File: src/rtl/spi_cmd_ctrl.sv
// Command sequencer for the SPI slave byte stream: decodes command + burst data per
// chip-select frame, keeps a small register bank and supplies the next tx byte.
//
// state      | meaning
// ST_IDLE    | waiting for a rising edge of sel_active
// ST_CMD     | frame open, next rx byte is the command
// ST_WDATA   | write burst, each byte stored at addr_ptr
// ST_RDATA   | read burst, each byte advances tx_byte to reg[addr_ptr]
// ST_DISCARD | bad command, rest of frame ignored
module spi_cmd_ctrl #(
    parameter logic [7:0] ID_VALUE = 8'h1C,
    parameter int         GPIO_W   = 4
) (
    input  logic              ico_clk,
    input  logic              ico_rst_n,
    input  logic              sel_active,
    input  logic              rx_valid,
    input  logic [7:0]        rx_byte,
    output logic [7:0]        tx_byte,
    output logic [GPIO_W-1:0] gpio_out,
    output logic              wr_strobe,
    output logic [2:0]        wr_addr,
    output logic              frame_done,
    output logic [7:0]        err_count
);

    typedef enum logic [2:0] {
        ST_IDLE, ST_CMD, ST_WDATA, ST_RDATA, ST_DISCARD
    } state_t;

    state_t     r_state, w_state_nxt;
    logic       r_sel_q;
    logic       r_armed;
    logic [2:0] r_addr_ptr;
    logic [7:0] r_regs [0:5];
    logic [7:0] w_rbank [0:7];

    logic       w_start, w_cmd_ok;
    logic       w_tx_load, w_ptr_load, w_do_write, w_err_inc, w_frame_done;
    logic [7:0] w_tx_val;
    logic [2:0] w_ptr_val;

    // r_armed blocks a frame start until sel_active has been seen low, so a frame
    // already in progress when reset is released is never picked up half-way.
    assign w_start  = sel_active & ~r_sel_q & r_armed;
    assign w_cmd_ok = (rx_byte[6:3] == 4'b0000);
    assign gpio_out = r_regs[0][GPIO_W-1:0];

    always_comb begin
        for (int i = 0; i < 6; i++) w_rbank[i] = r_regs[i];
        w_rbank[6] = ID_VALUE;
        w_rbank[7] = err_count;
    end

    always_ff @(posedge ico_clk or negedge ico_rst_n) begin
        if (!ico_rst_n) r_state <= ST_IDLE;
        else            r_state <= w_state_nxt;
    end

    always_comb begin
        w_state_nxt  = r_state;
        w_tx_load    = 1'b0;
        w_tx_val     = 8'h00;
        w_ptr_load   = 1'b0;
        w_ptr_val    = r_addr_ptr;
        w_do_write   = 1'b0;
        w_err_inc    = 1'b0;
        w_frame_done = 1'b0;
        if (r_state == ST_IDLE) begin
            if (w_start) begin
                w_state_nxt = ST_CMD;
                w_tx_load   = 1'b1;
            end
        end else if (!sel_active) begin
            // deassertion wins over a coincident rx_valid
            w_state_nxt  = ST_IDLE;
            w_frame_done = 1'b1;
        end else if (rx_valid) begin
            case (r_state)
                ST_CMD: begin
                    if (!w_cmd_ok) begin
                        w_state_nxt = ST_DISCARD;
                        w_err_inc   = 1'b1;
                    end else if (rx_byte[7]) begin
                        w_state_nxt = ST_WDATA;
                        w_ptr_load  = 1'b1;
                        w_ptr_val   = rx_byte[2:0];
                    end else begin
                        w_state_nxt = ST_RDATA;
                        w_tx_load   = 1'b1;
                        w_tx_val    = w_rbank[rx_byte[2:0]];
                        w_ptr_load  = 1'b1;
                        w_ptr_val   = rx_byte[2:0] + 3'd1;
                    end
                end
                ST_WDATA: begin
                    w_ptr_load = 1'b1;
                    w_ptr_val  = r_addr_ptr + 3'd1;
                    if (r_addr_ptr < 3'd6) w_do_write = 1'b1;
                    else                   w_err_inc  = 1'b1;
                end
                ST_RDATA: begin
                    w_tx_load  = 1'b1;
                    w_tx_val   = w_rbank[r_addr_ptr];
                    w_ptr_load = 1'b1;
                    w_ptr_val  = r_addr_ptr + 3'd1;
                end
                default: ;
            endcase
        end
    end

    always_ff @(posedge ico_clk or negedge ico_rst_n) begin
        if (!ico_rst_n) begin
            r_sel_q    <= 1'b0;
            r_armed    <= 1'b0;
            r_addr_ptr <= 3'd0;
            tx_byte    <= 8'h00;
            wr_strobe  <= 1'b0;
            wr_addr    <= 3'd0;
            frame_done <= 1'b0;
            err_count  <= 8'h00;
            for (int i = 0; i < 6; i++) r_regs[i] <= 8'h00;
        end else begin
            r_sel_q    <= sel_active;
            if (!sel_active) r_armed <= 1'b1;
            frame_done <= w_frame_done;
            wr_strobe  <= w_do_write;
            if (w_do_write) wr_addr <= r_addr_ptr;
            if (w_tx_load)  tx_byte <= w_tx_val;
            if (w_ptr_load) r_addr_ptr <= w_ptr_val;
            if (w_err_inc && err_count != 8'hFF) err_count <= err_count + 8'd1;
            for (int i = 0; i < 6; i++)
                if (w_do_write && r_addr_ptr == 3'(i)) r_regs[i] <= rx_byte;
        end
    end

endmodule

File: config.mk
export PLATFORM = sky130hd
export DESIGN_NAME = spi_cmd_ctrl
export DESIGN_NICKNAME = d
export VERILOG_FILES = /design/src/rtl/spi_cmd_ctrl.sv
export SDC_FILE = /design/constraint.sdc
export NUM_CORES = 1
export LEC_CHECK = 0
export ABC_AREA = 1
export CORE_MARGIN = 10
export CORE_UTILIZATION = 59
export DETAILED_ROUTE_END_ITERATION = 6
export PLACE_DENSITY = 0.89
export SLEW_MARGIN = 15
export SYNTH_ARGS = -nofsm -noshare
export SYNTH_HDL_FRONTEND = slang
export SYNTH_SLANG_ARGS = --single-unit
File: constraint.sdc
create_clock -name ico_clk -period 2.4 [get_ports ico_clk]
set_input_delay 0.48 -clock ico_clk [delete_from_list [all_inputs] [get_ports ico_clk]]
set_output_delay 0.48 -clock ico_clk [all_outputs]
set_load 0.02 [all_outputs]
Word level (Yosys, flattened, before mapping)
Cells that the tools add are included.

Output and inout bits: 25. Flip-flop bits (word level): 77.

Reduce and logical (&&, ||, !) cells: 14. Bitwise operators: 6. Equal/unequal tests: 13. Magnitude comparators: 3. Add/sub/neg operators: 3. Multiplexer cells: 47.

Operators by type and width (number): 8-bit two-way mux (9); 8-bit binary-select mux with 3-bit select (2); 3-bit two-way mux (8); 1-bit two-way mux (23); 8-bit one-hot mux with 2 select lines (1); 3-bit by 2-bit equality test with 1-bit output, second input constant (4); 8-bit by 1-bit adder with 8-bit output, second input constant (1); 4-bit >= comparator, second input constant (2); 8-bit != test, second input constant (1); 3-bit inverter with 4-bit output (2); 1-bit logical AND (7); 3-bit by 1-bit adder with 3-bit output, second input constant (2); 3-bit by 1-bit equality test with 1-bit output, second input constant (2); 3-bit equality test, second input constant (2); 3-bit logical NOT (2); 3-bit by 1-bit != test with 1-bit output, second input constant (2); 1-bit one-hot mux with 2 select lines (3); 3-bit one-hot mux with 2 select lines (1); 6-bit AND reduction (1); 4-bit logical NOT (1); 2-bit != test, second input constant (2); 3-bit < comparator, second input constant (1); 3-bit AND reduction (1); 1-bit bitwise AND (2); 3 further kinds (4).

Logic depth before layout (Yosys ltp)
Depth in word-level cells: 10. Mapped depth: 11.

Least setup slack after synthesis
No wires, ideal clock.

Path type: register to register. Start point: reg r_addr_ptr[0]. End point: reg r_regs[47] (netlist name). Buffers on the path: 3. Arrival: 1.669 ns. Slack: 0.606 ns. Cell stages (with the launch flop): 11. Path through: dfrtp_1 -> buf_2 -> clkinv_1 -> clkbuf_1 -> ha_1 -> inv_1 -> nor2_1 -> nand2_4 -> buf_6 -> nand2_1 -> o21ai_1.

Longest elaborated chain between the ends: 7. Elaborated cells on any way between the ends: 8. Classes of those cells: order compare: 1; mux: 5; reduce/logical: 2.

Ends and longest elaborated chain: from (decl) (line 34) `logic [2:0] r_addr_ptr;`; from (signal assigned) (line 131) `if (w_ptr_load) r_addr_ptr <= w_ptr_val;`; 3-bit < comparator (line 99) `if (r_addr_ptr < 3'd6) w_do_write = 1'b1;`; 1-bit two-way mux (line 99); 1-bit two-way mux (line 79) `case (r_state)`; 1-bit two-way mux (line 78) `end else if (rx_valid) begin`; 1-bit two-way mux (line 74) `end else if (!sel_active) begin`; 1-bit two-way mux (line 69) `if (r_state == ST_IDLE) begin`; 1-bit logical AND * (line 134) `if (w_do_write && r_addr_ptr == 3'(i)) r_regs[i] <= rx_byte;`; to (signal, indexed assignment) (line 134); to (decl) (line 35) `logic [7:0] r_regs [0:5];`.

Every way passes the cells marked *; elsewhere a longest branch is shown, timed or not. A chain may end at the register's enable or synchronous reset.

Final worst setup path
Start point: reg err_count[0]. End point: out err_count[0].

RTL lines: from (decl) (line 24) `output logic [7:0] err_count`; from (signal assigned) (line 132) `if (w_err_inc && err_count != 8'hFF) err_count <= err_count + 8'd1;`.

No word-level cell between the ends.

==> reports/results.ini <==
[setup_path]
r2r_start = r_addr_ptr[2]
crit_slowest_cell = clkdlybuf4s50_1
r2r_slack_ns = 0.60
max_stage_delay_ns = 0.66
r2r_end = r_regs[10]
crit_arrival_ns = 1.52
cp_max_fo = 7
crit_family = buffers and inverters
critPathLaunchType = flip-flop
reg2reg_depth = 6
crit_buf_inv = 1
cp_cell_sequence = clkdlybuf4s50_1
cp.required_ns = 1.92
end_kind = primary output
critical_path_class = flip-flop to primary output

[drt]
drt_pass1_iterations = 5
routedWlPerCell_um = 16.07
via_count = 4483
routed_via_density = 5.660
drt-total-wl_um = 12720
drcViolationCount = 0
initialDrtViolationCount = 530
ant_nets = 0

[yosys]
synth_top_area_share_pct = 41.79
yosys_warnings = 0
syn_inst = 654
syn_nets = 673
synth_area_um2 = 4611
synth_top_cell_by_area = dfrtp_1
yosys_register_bits = 77
netlist_top_cells_area = dfrtp_1, nand2_1, nand3_1, inv_1, o21ai_1
synthDistinctLibCells = 30
ys_seq_area_share_pct = 41.79
avgSynthCellArea_um2 = 7.050

[pwr]
p_leak_nw = 2.610
cellPowerDensity_nw_per_um2 = 766.0
peakVddDrop_mv = 0.3874

[clock_network]
htreeDepth = 3
clk_pin_slew_ns = 0.09
ctsResizeCount = 0
cts_buffers = 9
clock-sinks = 77
clock_latency_ns = 0.36
cts_buffer_depth = 2
tritoncts = yes
postCtsSetupBuffers = 0
holdBufCountCts = 0
cts_root_buffer = clkbuf_8

[floorplanning]
die_w_um = 108.4
pin_count = 37
initial_core_util_pct = 60.29
core_area_um2 = 7647
die_area_um2 = 11750
die_height_um = 108.4
rows = 32

[grt]
grt_pass1_wl_um = 21070
grt_pass1_vias = 4267
grt_antenna_before_repair = 0
track_usage_pct = 22.23
grt_max_degree = 78
grt_overflow = 0

[sta]
skew_ns = 0.009309
rsz0062_at_grt = no
finalSetupViolations = 0
hold_viol = 0
fin_setup_tns_ns = 0
finalCritPeriodShare_pct = 83.34
min_period_ns = 2.000
worst_slew_pin_slew_ns = 0.9547
max_freq_ghz = 0.5000
relSlewSlack_pct = 36.36
drv_slew = 0

[status]
status = completed

[finish]
drive_above_1_share_pct = 7.681
final_core_util_pct = 69.26
final_cell_mix = nand2_1, nand3_1, inv_1
syn_to_final_growth_pct = 14.87
n_fill_cell = 638
diodes = 0
nNetsFinal = 704
layout_commonest_cell = nand2_1

[hold_path]
min_path_type = primary input to asynchronous set/reset pin

[place]
place.port_buffers = 36
place.gp.congestion = 0.9516
place_hpwl_um = 9088

[run]
cap_violations = 0

## power breakdown
| group | switching [mW] | leakage [nW] | internal [mW] |
|---|---|---|---|
| clock | 0.503 | 0.120 | 0.724 |
| sequential | 0.0808 | 1.05 | 1.38 |
| combinational | 0.927 | 1.44 | 0.448 |
## layer usage
metal | part of all wire [%] | global-route usage (%) | up-vias | wire, um
li1 | - | - | 2130 | -
met1 | 42 | 28.89 | 2112 | 5358
met2 | 47 | 35.39 | 212 | 5997
met3 | 7.7 | 3.331 | 29 | 982
met4 | 3.0 | 11.11 | 0 | 386
met5 | 0 | 0 | - | 0
## state kept, by name (all words and copies together) (netlist names), 3 cells and up
name / flops
r_regs: 44
err_count: 8
tx_byte: 8
gpio_out: 4
r_addr_ptr: 3
r_state: 3
wr_addr: 3
## synthesized netlist by cell type
| library cell | instances |
|---|---|
| clkinv_1 | 3 |
| o211ai_1 | 5 |
| xor2_1 | 5 |
| nor2_1 | 19 |
| nand2_1 | 237 |
| nor2_4 | 2 |
| or2_2 | 1 |
| nor3_1 | 4 |
| o21ai_1 | 48 |
| buf_1 | 4 |
| o21ai_2 | 7 |
| inv_1 | 78 |
| buf_6 | 6 |
| ha_1 | 7 |
| nor2_2 | 1 |
| o211ai_2 | 1 |
| nand2_4 | 5 |
| nand3_1 | 88 |
| o22ai_1 | 1 |
| o21ai_0 | 13 |
| a22oi_1 | 1 |
| xnor2_1 | 1 |
| buf_4 | 4 |
| clkbuf_1 | 12 |
| clkbuf_2 | 1 |
| dfrtp_1 | 77 |
| buf_2 | 8 |
| a21oi_1 | 9 |
| nand3_4 | 1 |
| nand4_1 | 5 |
## cell families (layout without fill, tap and decap cells)
group,Yosys count,in the layout,share of synthesized area (%)
AND/OR/NAND/NOR,363,363,33.87
XOR/XNOR,6,6,1.140
flip-flops,77,77,41.79
AO/OA/AOI/OAI,85,85,10.31
buffers and inverters,116,152,10.99
adder cells (fa/ha/maj),7,7,1.900
## layout make-up
type,instances,area (um2),share of cell area [%]
clock inverter,5,106.4,2.008
timing repair buffer,55,513.0,9.686
sequential,77,1927,36.38
clock buffer,11,141.4,2.670
tap,102,127.6,2.410
multi-input combinational,461,2177,41.11
inverter,81,304.0,5.741
## through the flow
step	instance area, um2	power (mW)	cells	worst slack, ns	hold WS, ns
final	5296	4.057	792	0.3999	0.2644
after global routing	5296	4.259	792	0.3537	0.3627
after CTS	5296	4.056	792	0.3817	0.3059
after detailed placement	5049	2.829	776	0.2151	0.4706
after global placement	5049	2.785	776	0.2869	0.4629
after floorplan	4611	2.378	654	0.6063	0.1844
## worst max path at each step
stage                   from      endpoint  depth (start not counted)
6_report        err_count[0]  err_count[0]                          1
5_1_grt         err_count[0]  err_count[0]                          1
4_1_cts         err_count[0]  err_count[0]                          1
3_5_place_dp      rx_byte[6]    tx_byte[2]                          9
3_3_place_gp      rx_byte[1]    tx_byte[1]                          9
2_1_floorplan  r_addr_ptr[0]    r_regs[47]                         10
(Power assumes the default switching activity.)
==> variant (same settings) <==
Register the inputs `sel_active`, `rx_valid` and `rx_byte` before use, with the module's reset. The logic sees them one clock later.
--- a/src/rtl/spi_cmd_ctrl.sv
+++ b/src/rtl/spi_cmd_ctrl.sv
@@ -28,6 +28,22 @@
         ST_IDLE, ST_CMD, ST_WDATA, ST_RDATA, ST_DISCARD
     } state_t;
 
+    logic sel_active_q;
+    logic rx_valid_q;
+    logic [7:0] rx_byte_q;
+
+    always_ff @(posedge ico_clk or negedge ico_rst_n) begin
+        if (!ico_rst_n) begin
+            sel_active_q <= '0;
+            rx_valid_q   <= '0;
+            rx_byte_q    <= '0;
+        end else begin
+            sel_active_q <= sel_active;
+            rx_valid_q   <= rx_valid;
+            rx_byte_q    <= rx_byte;
+        end
+    end
+
     state_t     r_state, w_state_nxt;
     logic       r_sel_q;
     logic       r_armed;
@@ -42,8 +58,8 @@
 
     // r_armed blocks a frame start until sel_active has been seen low, so a frame
     // already in progress when reset is released is never picked up half-way.
-    assign w_start  = sel_active & ~r_sel_q & r_armed;
-    assign w_cmd_ok = (rx_byte[6:3] == 4'b0000);
+    assign w_start  = sel_active_q & ~r_sel_q & r_armed;
+    assign w_cmd_ok = (rx_byte_q[6:3] == 4'b0000);
     assign gpio_out = r_regs[0][GPIO_W-1:0];
 
     always_comb begin
@@ -71,26 +87,26 @@
                 w_state_nxt = ST_CMD;
                 w_tx_load   = 1'b1;
             end
-        end else if (!sel_active) begin
+        end else if (!sel_active_q) begin
             // deassertion wins over a coincident rx_valid
             w_state_nxt  = ST_IDLE;
             w_frame_done = 1'b1;
-        end else if (rx_valid) begin
+        end else if (rx_valid_q) begin
             case (r_state)
                 ST_CMD: begin
                     if (!w_cmd_ok) begin
                         w_state_nxt = ST_DISCARD;
                         w_err_inc   = 1'b1;
-                    end else if (rx_byte[7]) begin
+                    end else if (rx_byte_q[7]) begin
                         w_state_nxt = ST_WDATA;
                         w_ptr_load  = 1'b1;
-                        w_ptr_val   = rx_byte[2:0];
+                        w_ptr_val   = rx_byte_q[2:0];
                     end else begin
                         w_state_nxt = ST_RDATA;
                         w_tx_load   = 1'b1;
-                        w_tx_val    = w_rbank[rx_byte[2:0]];
+                        w_tx_val    = w_rbank[rx_byte_q[2:0]];
                         w_ptr_load  = 1'b1;
-                        w_ptr_val   = rx_byte[2:0] + 3'd1;
+                        w_ptr_val   = rx_byte_q[2:0] + 3'd1;
                     end
                 end
                 ST_WDATA: begin
@@ -122,8 +138,8 @@
             err_count  <= 8'h00;
             for (int i = 0; i < 6; i++) r_regs[i] <= 8'h00;
         end else begin
-            r_sel_q    <= sel_active;
-            if (!sel_active) r_armed <= 1'b1;
+            r_sel_q    <= sel_active_q;
+            if (!sel_active_q) r_armed <= 1'b1;
             frame_done <= w_frame_done;
             wr_strobe  <= w_do_write;
             if (w_do_write) wr_addr <= r_addr_ptr;
@@ -131,7 +147,7 @@
             if (w_ptr_load) r_addr_ptr <= w_ptr_val;
             if (w_err_inc && err_count != 8'hFF) err_count <= err_count + 8'd1;
             for (int i = 0; i < 6; i++)
-                if (w_do_write && r_addr_ptr == 3'(i)) r_regs[i] <= rx_byte;
+                if (w_do_write && r_addr_ptr == 3'(i)) r_regs[i] <= rx_byte_q;
         end
     end
 
Formal check against the unedited RTL: not equivalent (Yosys sat finds a counterexample within 4 cycles, from zero or initial values and one cycle with ico_rst_n low).
==> variant against the original RTL <==
  * Register-to-register slack worse by 0.19 ns
  * Combinational power is 8% lower
  * Sequential cell count is 10 higher
  * Synthesized area is 5.6% higher
  * Critical endpoint is now err_count[5]
  * Worst setup slack worse by 0.066 ns
  * Largest cell class unchanged
  * Largest power group unchanged
  * Final area is 3.4% higher
  * Wire length is 5.7% higher
  * Total power is 0.46% lower
  * Global-route usage hardly changed
  * Synthesized cell count is 1.4% lower
==> variant: results (changes against the original RTL) <==
stage,metric,value,unit,change
pwr,clkPwrFrac,0.257,,was 0.302
timing,tightest_slew,0.604,ns,was 0.955 ns
worst_setup_path,r2r_slack,0.41,ns,was 0.60 ns
synth,synth_common_cells,"nand2_1 (232), nand3_1 (93), dfrtp_1 (87), inv_1 (63), o21ai_0 (36)",,"was nand2_1 (237), nand3_1 (88), inv_1 (78), dfrtp_1 (77), o21ai_1 (48)"
worst_setup_path,slowest_delay,0.68,ns,was 0.66 ns
finish,nets,692,,was 704
placement,place_ws,0.452,ns,was 0.215 ns
grt,grt_max_degree,59,,was 78
status,status,"finished, final reports clean",,unchanged
synth,yosysUniqueCellTypes,34,,was 30
timing,skew,0.0130,ns,was 0.00931 ns
routing,via_count,4402,,was 4483
grt,grt_pass1_vias,4254,,was 4267
synth,yosys.area.top_type_share,0.447,,was 0.418
pwr,max-vdd-ir-drop,456,uV,was 387 uV
routing,dr.pass1.iters,7,,was 5
worst_setup_path,r2r_start,r_addr_ptr[1],,was r_addr_ptr[2]
routing,routed_wl,13.5,mm,was 12.7 mm
grt,grt_util_all_layers,0.223,,was 0.222
grt,grt_util_met2,0.324,,was 0.354
synth,synth-seq-area-share,0.447,,was 0.418
pwr,p_seq_frac,0.430,,was 0.359
synth,avgSynthCellArea,7.55,um^2,was 7.05 um^2
worst_setup_path,reg2reg_to,r_regs[4],,was r_regs[10]
placement,gp_congestion,0.967,,was 0.952
-- variant: changes by cell type in the layout (fill, tap and decap cells not counted), moves of 7 or more --
cell / delta
o21ai_1: -40
o21ai_0: +23
inv_1: -15
dfrtp_1: +10
o21ai_2: +9
buf_4: -7
-- variant: worst max-delay path by stage --
stage	slack [ns]	endpoint	start	depth (start not counted)
floorplan	0.58	r_regs[15]	r_addr_ptr[1]	8
global placement	0.52	r_regs[2]	r_addr_ptr[2]	6
detailed placement	0.45	r_regs[4]	r_addr_ptr[1]	6
CTS	0.34	err_count[5]	err_count[5]	1
global route	0.26	r_regs[12]	r_addr_ptr[1]	5
finish	0.33	err_count[5]	err_count[5]	1
-- variant: layer usage --
layer / vias to the layer above / wire, um
met5: - / 0
met4: 0 / 364
met3: 28 / 968
met2: 166 / 6000
met1: 2097 / 6120
li1: 2111 / -
-- variant: cell type report --
type                    instances  share of cell area
clock inverters                 4              0.0101
multi-input cells             459               0.411
flip-flops and latches         87               0.398
clock buffers                  12              0.0265
repair buffers                 48              0.0841
inverters                      68              0.0466
well taps                     105              0.0240
-- variant: kinds of logic (layout without fill, tap and decap cells) --
logic type	count (synthesis)	count (layout)	synth area share
compound gates	80	80	0.100
xor+xnor	6	6	0.0108
flops	87	87	0.447
fa+ha+maj	7	7	0.0180
buf+inv	99	132	0.0904
simple gates	366	366	0.333
-- variant: metrics by stage --
step	total power [mW]	instances
5_1_grt	4.27	783
3_5_place_dp	3.01	767
2_1_floorplan	2.56	645
3_3_place_gp	2.98	767
4_1_cts	4.04	783
6_report	4.04	783
